<file path="config.mk">
export PLATFORM = sky130hd
export DESIGN_NAME = frame_stream_tx
export DESIGN_NICKNAME = d
export VERILOG_FILES = /design/src/rtl/frame_stream_tx.sv
export SDC_FILE = /design/constraint.sdc
export NUM_CORES = 1
export LEC_CHECK = 0
export BUFFER_PORTS_ARGS = -buffer_cell sky130_fd_sc_hd__buf_2
export CAP_MARGIN = 20
export CORE_ASPECT_RATIO = 1.2
export CORE_MARGIN = 1
export CORE_UTILIZATION = 31
export CTS_CLUSTER_SIZE = 16
export DETAILED_ROUTE_END_ITERATION = 7
export GPL_TIMING_DRIVEN = 0
export MAX_ROUTING_LAYER = met4
export SYNTH_ARGS = -nofsm -noshare
export SYNTH_HDL_FRONTEND = slang
export SYNTH_SLANG_ARGS = --single-unit
</file>
<file path="constraint.sdc">
create_clock -name i_Clk -period 3.1 [get_ports i_Clk]
set_input_delay 0 -clock i_Clk [delete_from_list [all_inputs] [get_ports i_Clk]]
set_output_delay 0 -clock i_Clk [all_outputs]
set_load 0.01 [all_outputs]
</file>
<file path="src/rtl/frame_stream_tx.sv">
// frame_stream_tx: replays a stored frame onto a parallel camera bus (PCLK/VS/HS/D).
// Define TEST_PATTERN_EN to add i_Pattern_Sel and a synthetic diagonal ramp source.
module frame_stream_tx #(
    parameter int H_ACTIVE     = 96,
    parameter int V_ACTIVE     = 96,
    parameter int H_BLANK      = 8,
    parameter int V_SYNC_LINES = 2,
    parameter int CLK_DIV      = 2
) (
    input  logic        i_Clk,
    input  logic        i_Rst_n,
    input  logic        i_Enable,
    input  logic [7:0]  i_RAM_Data,
`ifdef TEST_PATTERN_EN
    input  logic        i_Pattern_Sel,
`endif
    output logic [14:0] o_RAM_Adress,
    output logic        o_PCLK,
    output logic        o_VS,
    output logic        o_HS,
    output logic [7:0]  o_D,
    output logic        o_Frame_Done
);

    localparam int H_TOTAL = H_ACTIVE + H_BLANK;
    localparam int V_TOTAL = V_SYNC_LINES + V_ACTIVE;

    localparam logic [15:0] DIV_LAST   = 16'(CLK_DIV - 1);
    localparam logic [15:0] PIX_LAST   = 16'(H_TOTAL - 1);
    localparam logic [15:0] BLANK_LAST = 16'(H_BLANK - 1);
    localparam logic [15:0] SYNC_LAST  = 16'(V_SYNC_LINES - 1);
    localparam logic [15:0] LINE_LAST  = 16'(V_TOTAL - 1);

    typedef enum logic [1:0] {
        IDLE,
        VSYNC,
        LINE_BLANK,
        LINE_ACTIVE
    } state_t;

    state_t      state_q, state_d;
    logic [15:0] div_q, div_d;
    logic        pclk_q, pclk_d;
    logic [15:0] pix_q, pix_d;
    logic [15:0] line_q, line_d;
    logic [14:0] addr_q, addr_d;
    logic        vs_q, vs_d;
    logic        hs_q, hs_d;
    logic [7:0]  d_q, d_d;
    logic        done_q, done_d;

    logic        div_wrap;
    logic        fall_tick;
    logic        pix_wrap;
    logic [15:0] pix_inc;
    logic [7:0]  pix_src;

`ifdef TEST_PATTERN_EN
    logic       pat_q, pat_d;
    logic       use_pat;
    logic [7:0] act_idx;
    logic [7:0] line_idx;

    // Pattern select is latched at line start so a line never mixes sources
    always_comb begin
        act_idx  = (state_q == LINE_BLANK) ? 8'd0
                                           : pix_q[7:0] + 8'd1 - 8'(H_BLANK);
        line_idx = line_q[7:0] - 8'(V_SYNC_LINES);
        use_pat  = (state_q == LINE_BLANK) ? i_Pattern_Sel : pat_q;
        pat_d    = pat_q;
        if (fall_tick && state_q == LINE_BLANK && pix_q == BLANK_LAST)
            pat_d = i_Pattern_Sel;
        pix_src  = use_pat ? (act_idx + line_idx) : i_RAM_Data;
    end

    always_ff @(posedge i_Clk or negedge i_Rst_n) begin
        if (!i_Rst_n) pat_q <= 1'b0;
        else          pat_q <= pat_d;
    end
`else
    assign pix_src = i_RAM_Data;
`endif

    always_comb begin
        div_wrap  = (div_q == DIV_LAST);
        div_d     = div_wrap ? 16'd0 : div_q + 16'd1;
        pclk_d    = div_wrap ? ~pclk_q : pclk_q;
        fall_tick = div_wrap & pclk_q;
        pix_wrap  = (pix_q == PIX_LAST);
        pix_inc   = pix_wrap ? 16'd0 : pix_q + 16'd1;
    end

    always_comb begin
        state_d = state_q;
        pix_d   = pix_q;
        line_d  = line_q;
        addr_d  = addr_q;
        vs_d    = vs_q;
        hs_d    = hs_q;
        d_d     = d_q;
        done_d  = 1'b0;
        if (fall_tick) begin
            unique case (state_q)
                IDLE: begin
                    vs_d = 1'b1;
                    hs_d = 1'b0;
                    if (i_Enable) begin
                        state_d = VSYNC;
                        pix_d   = 16'd0;
                        line_d  = 16'd0;
                        addr_d  = 15'd0;
                    end
                end
                VSYNC: begin
                    pix_d = pix_inc;
                    if (pix_wrap) begin
                        line_d = line_q + 16'd1;
                        if (line_q == SYNC_LAST) begin
                            state_d = LINE_BLANK;
                            vs_d    = 1'b0;
                        end
                    end
                end
                LINE_BLANK: begin
                    pix_d = pix_q + 16'd1;
                    if (pix_q == BLANK_LAST) begin
                        state_d = LINE_ACTIVE;
                        hs_d    = 1'b1;
                        d_d     = pix_src;
                        addr_d  = addr_q + 15'd1;
                    end
                end
                LINE_ACTIVE: begin
                    pix_d = pix_inc;
                    if (!pix_wrap) begin
                        d_d    = pix_src;
                        addr_d = addr_q + 15'd1;
                    end else if (line_q != LINE_LAST) begin
                        state_d = LINE_BLANK;
                        hs_d    = 1'b0;
                        line_d  = line_q + 16'd1;
                    end else begin
                        // Frame boundary: enable decides between replay and idle
                        hs_d    = 1'b0;
                        vs_d    = 1'b1;
                        done_d  = 1'b1;
                        line_d  = 16'd0;
                        state_d = i_Enable ? VSYNC : IDLE;
                        if (i_Enable) addr_d = 15'd0;
                    end
                end
            endcase
        end
    end

    always_ff @(posedge i_Clk or negedge i_Rst_n) begin
        if (!i_Rst_n) begin
            state_q <= IDLE;
            div_q   <= 16'd0;
            pclk_q  <= 1'b0;
            pix_q   <= 16'd0;
            line_q  <= 16'd0;
            addr_q  <= 15'd0;
            vs_q    <= 1'b1;
            hs_q    <= 1'b0;
            d_q     <= 8'd0;
            done_q  <= 1'b0;
        end else begin
            state_q <= state_d;
            div_q   <= div_d;
            pclk_q  <= pclk_d;
            pix_q   <= pix_d;
            line_q  <= line_d;
            addr_q  <= addr_d;
            vs_q    <= vs_d;
            hs_q    <= hs_d;
            d_q     <= d_d;
            done_q  <= done_d;
        end
    end

    assign o_RAM_Adress = addr_q;
    assign o_PCLK       = pclk_q;
    assign o_VS         = vs_q;
    assign o_HS         = hs_q;
    assign o_D          = d_q;
    assign o_Frame_Done = done_q;

endmodule

</file>
==> out/qor.json <==
{
  "run_status": {
    "run_status": "complete, no violations"
  },
  "cts": {
    "number_of_clock_buffers_inserted_by_tritoncts": 9,
    "h-tree-depth": 3,
    "cts.root.buffer_cell": "sky130_fd_sc_hd__clkbuf_16",
    "cts_tree": "done",
    "clk_pin_slew_worst_paths_ns": 0.06,
    "cts.sinks": 77,
    "cts_max_path_buffers": 2,
    "number_of_buffers_inserted_to_repair_setup_after_cts": 0,
    "clk_latency_ns": 0.34
  },
  "timing": {
    "timing.final.crit_share_pct": 79.92,
    "tns_ns": 0,
    "timing.final.hold_violations": 0,
    "final_max_slew_viol_count": 0,
    "final_period_minus_worst_setup_slack_ns": 2.478,
    "setup_repair_after_global_routing_missed_its_margin": "false",
    "final-setup-viol-count": 0,
    "worst_slew_margin_rel_pct": 50.93,
    "max_slew.worst_pin.slew_ns": 0.7345,
    "clock_skew_ns": 0.006555,
    "max_freq_ghz": 0.4036
  },
  "synth": {
    "mappedNetlistArea_um2": 4233,
    "total_of_warnings_raised_by_yosys": 0,
    "synth-seq-cells": 77,
    "most_common_flop_cell_mapped_by_yosys": "sky130_fd_sc_hd__dfrtp_1",
    "distinct_cells_synth": 61,
    "ys_seq_area_share_pct": 45.55,
    "netlist.area_leader.share_pct": 44.93,
    "post_synthesis_cells": 422,
    "netlist_top_cells_area": "sky130_fd_sc_hd__dfrtp_1 45%, sky130_fd_sc_hd__and3_1 4.3%, sky130_fd_sc_hd__nand3_1 3.5%",
    "postSynth.asyncResetShare_pct": 100.0,
    "synth.net_count": 439,
    "synth_top_cell_by_area": "sky130_fd_sc_hd__dfrtp_1",
    "count_of_flip_flops_with_a_built_in_enable_after_synthesis": 0,
    "synth_area_per_cell_um2": 10.03
  },
  "drt": {
    "postRouteWirelength_um": 10070,
    "detail_route.iter0.violations": 186,
    "dr_total_vias": 3558,
    "antenna_left": 0,
    "firstDrtPassIters": 4,
    "dr_drc_count": 0,
    "wl_per_cell_um": 15.42,
    "via_per_inst": 5.449
  },
  "worst_setup_path": {
    "worst_path_largest_cell_delay_ns": 0.42,
    "critPathTopFamily": "simple AND/OR/NAND/NOR gates",
    "crit_type": "register to register",
    "timing.critical_path.required_ns": 3.32,
    "critPathLaunch": "pix_q[0]$_DFFE_PN0P_",
    "cp_num_buf_inv": 2,
    "worst-path-max-fanout": 10,
    "r2r-start": "pix_q[0]$_DFFE_PN0P_",
    "timing.reg2reg.setup_slack_ns": 0.62,
    "critPathSlowestCell": "sky130_fd_sc_hd__nor4bb_4",
    "worst_ep_arrival_time_ns": 2.69,
    "endpoint_kind": "register",
    "reg2reg_end": "line_q[13]$_DFFE_PN0P_",
    "start_kind": "register",
    "worst_r2r_path_depth": 8,
    "critical_path.cell_chain": "ha_1 > nor4bb_4 > and4_1 > buf_6 > o211ai_1 > nor2_1 > buf_2 > nor3_1"
  },
  "power": {
    "p_leak_nw": 2.330,
    "fin_total_pwr_mw": 2.283,
    "power_density_nw_per_um2": 454.2,
    "ir_worst_vdd_uv": 272.5
  },
  "placement": {
    "routability_congestion": 0.7772,
    "detailed_place_hpwl_um": 7053,
    "port-buffer-count": 37
  },
  "grt": {
    "grt_max_degree": 60,
    "grt_pass1_vias": 3443,
    "grt_util_all_layers_pct": 15.75,
    "grt_pass1_wl_um": 16930,
    "grt_antenna_before_repair": 0,
    "overflow": 0
  },
  "floorplanning": {
    "fp-row-count": 46,
    "top_level_ports": 38,
    "dieArea_um2": 14130,
    "die_height_um": 130.0,
    "area_of_the_placeable_core_um2": 13300,
    "floorplan.initialDensity_pct": 31.84,
    "die_width_um": 108.7
  },
  "cells_and_area": {
    "layout.nets": 497,
    "area_growth_syn_to_layout_pct": 18.74,
    "drive_gt1_share_pct": 17.94,
    "most_common_cell_after_layout_fill_and_taps_aside": "sky130_fd_sc_hd__dfrtp_1",
    "filler_cell_count": 1299,
    "antenna_cells": 0,
    "final_cell_mix": "76 x sky130_fd_sc_hd__dfrtp_1, 46 x sky130_fd_sc_hd__buf_2, 30 x sky130_fd_sc_hd__nand3_1"
  },
  "job": {
    "max_capacitance_violation_count": 0
  },
  "hold_path": {
    "hold_path.class": "primary input to async pin"
  }
}
cells by family (layout without fill, tap and decap cells):
| kind of cell | after synthesis | in the layout | share of synthesized area (%) |
|---|---|---|---|
| AND/OR/NAND/NOR | 200 | 200 | 27.84 |
| AO/OA/AOI/OAI | 79 | 79 | 13.54 |
| flip-flops | 77 | 77 | 45.55 |
| XOR/XNOR | 24 | 24 | 4.966 |
| buffers and inverters | 21 | 84 | 2.512 |
| multiplexers | 15 | 15 | 3.813 |
| adder cells (fa/ha/maj) | 6 | 6 | 1.774 |
registers in the layout (all words and copies together) (netlist names), 2 cells and up:
signal and count:
div_q 16, line_q 16, o_D 8, o_RAM_Adress 15
pix_q 16, state_q 2
cell type report:
type	instances	area, um2	area share (%)
inverter	4	15.01	0.2987
multi-input combinational	324	2198	43.74
timing repair buffer	47	305.3	6.074
sequential	77	1928	38.36
buffer	17	91.34	1.817
clock buffer	10	239.0	4.755
tap	168	210.2	4.182
clock inverter	6	38.79	0.7717
worst max-delay path by stage:
stage,to,slack (ns),depth (start not counted)
after floorplan,o_D[0]$_DFFE_PN0P_,1.01,6
after global routing,line_q[10]$_DFFE_PN0P_,0.51,8
final,line_q[13]$_DFFE_PN0P_,0.62,8
after CTS,line_q[13]$_DFFE_PN0P_,0.64,8
after global placement,line_q[10]$_DFFE_PN0P_,0.70,8
after detailed placement,line_q[13]$_DFFE_PN0P_,0.68,8
where the power goes:
group          internal, mW  switching, mW  total [mW]
registers              1.05         0.0612        1.11
clock network         0.560          0.419       0.980
logic                0.0883          0.106       0.194
cell usage after synthesis, types with 11 or more instances:
cell type / count
sky130_fd_sc_hd__nor4_1: 20
sky130_fd_sc_hd__nand2_1: 27
sky130_fd_sc_hd__dfrtp_1: 76
sky130_fd_sc_hd__and3_1: 29
sky130_fd_sc_hd__nand4_1: 17
sky130_fd_sc_hd__a211o_1: 11
sky130_fd_sc_hd__o21ai_0: 19
sky130_fd_sc_hd__xnor2_1: 14
sky130_fd_sc_hd__nand3_1: 30
sky130_fd_sc_hd__nor3_1: 13
sky130_fd_sc_hd__and4_1: 12
sky130_fd_sc_hd__nor2_1: 23
stage by stage:
step	instances	cell area (um2)	utilization, %	hold WS [ns]	setup WS [ns]
2_1_floorplan	422	4233	-	-0.2956	1.015
3_3_place_gp	627	4628	34.81	0.2335	0.7045
3_5_place_dp	628	4658	35.04	-0.09736	0.6829
4_1_cts	653	5026	37.80	0.08949	0.6446
5_1_grt	653	5026	37.80	0.1212	0.5122
6_report	653	5026	37.80	0.08443	0.6223
routing by layer:
metal / wire (um) / vias up / track usage [%]
li1: - / 1737 / -
met1: 4654 / 1755 / 19.18
met2: 5005 / 54 / 26.55
met3: 263 / 12 / 2.448
met4: 146 / 0 / 5.246
met5: 0 / - / -
what timing repair did:
item / 4_1_cts / 5_1_grt
hold endpoints to repair: 84 / 0
resized for setup: 0 / 0
hold buffers: 9 / 0
Note: power is estimated with default switching activity, not from simulation.
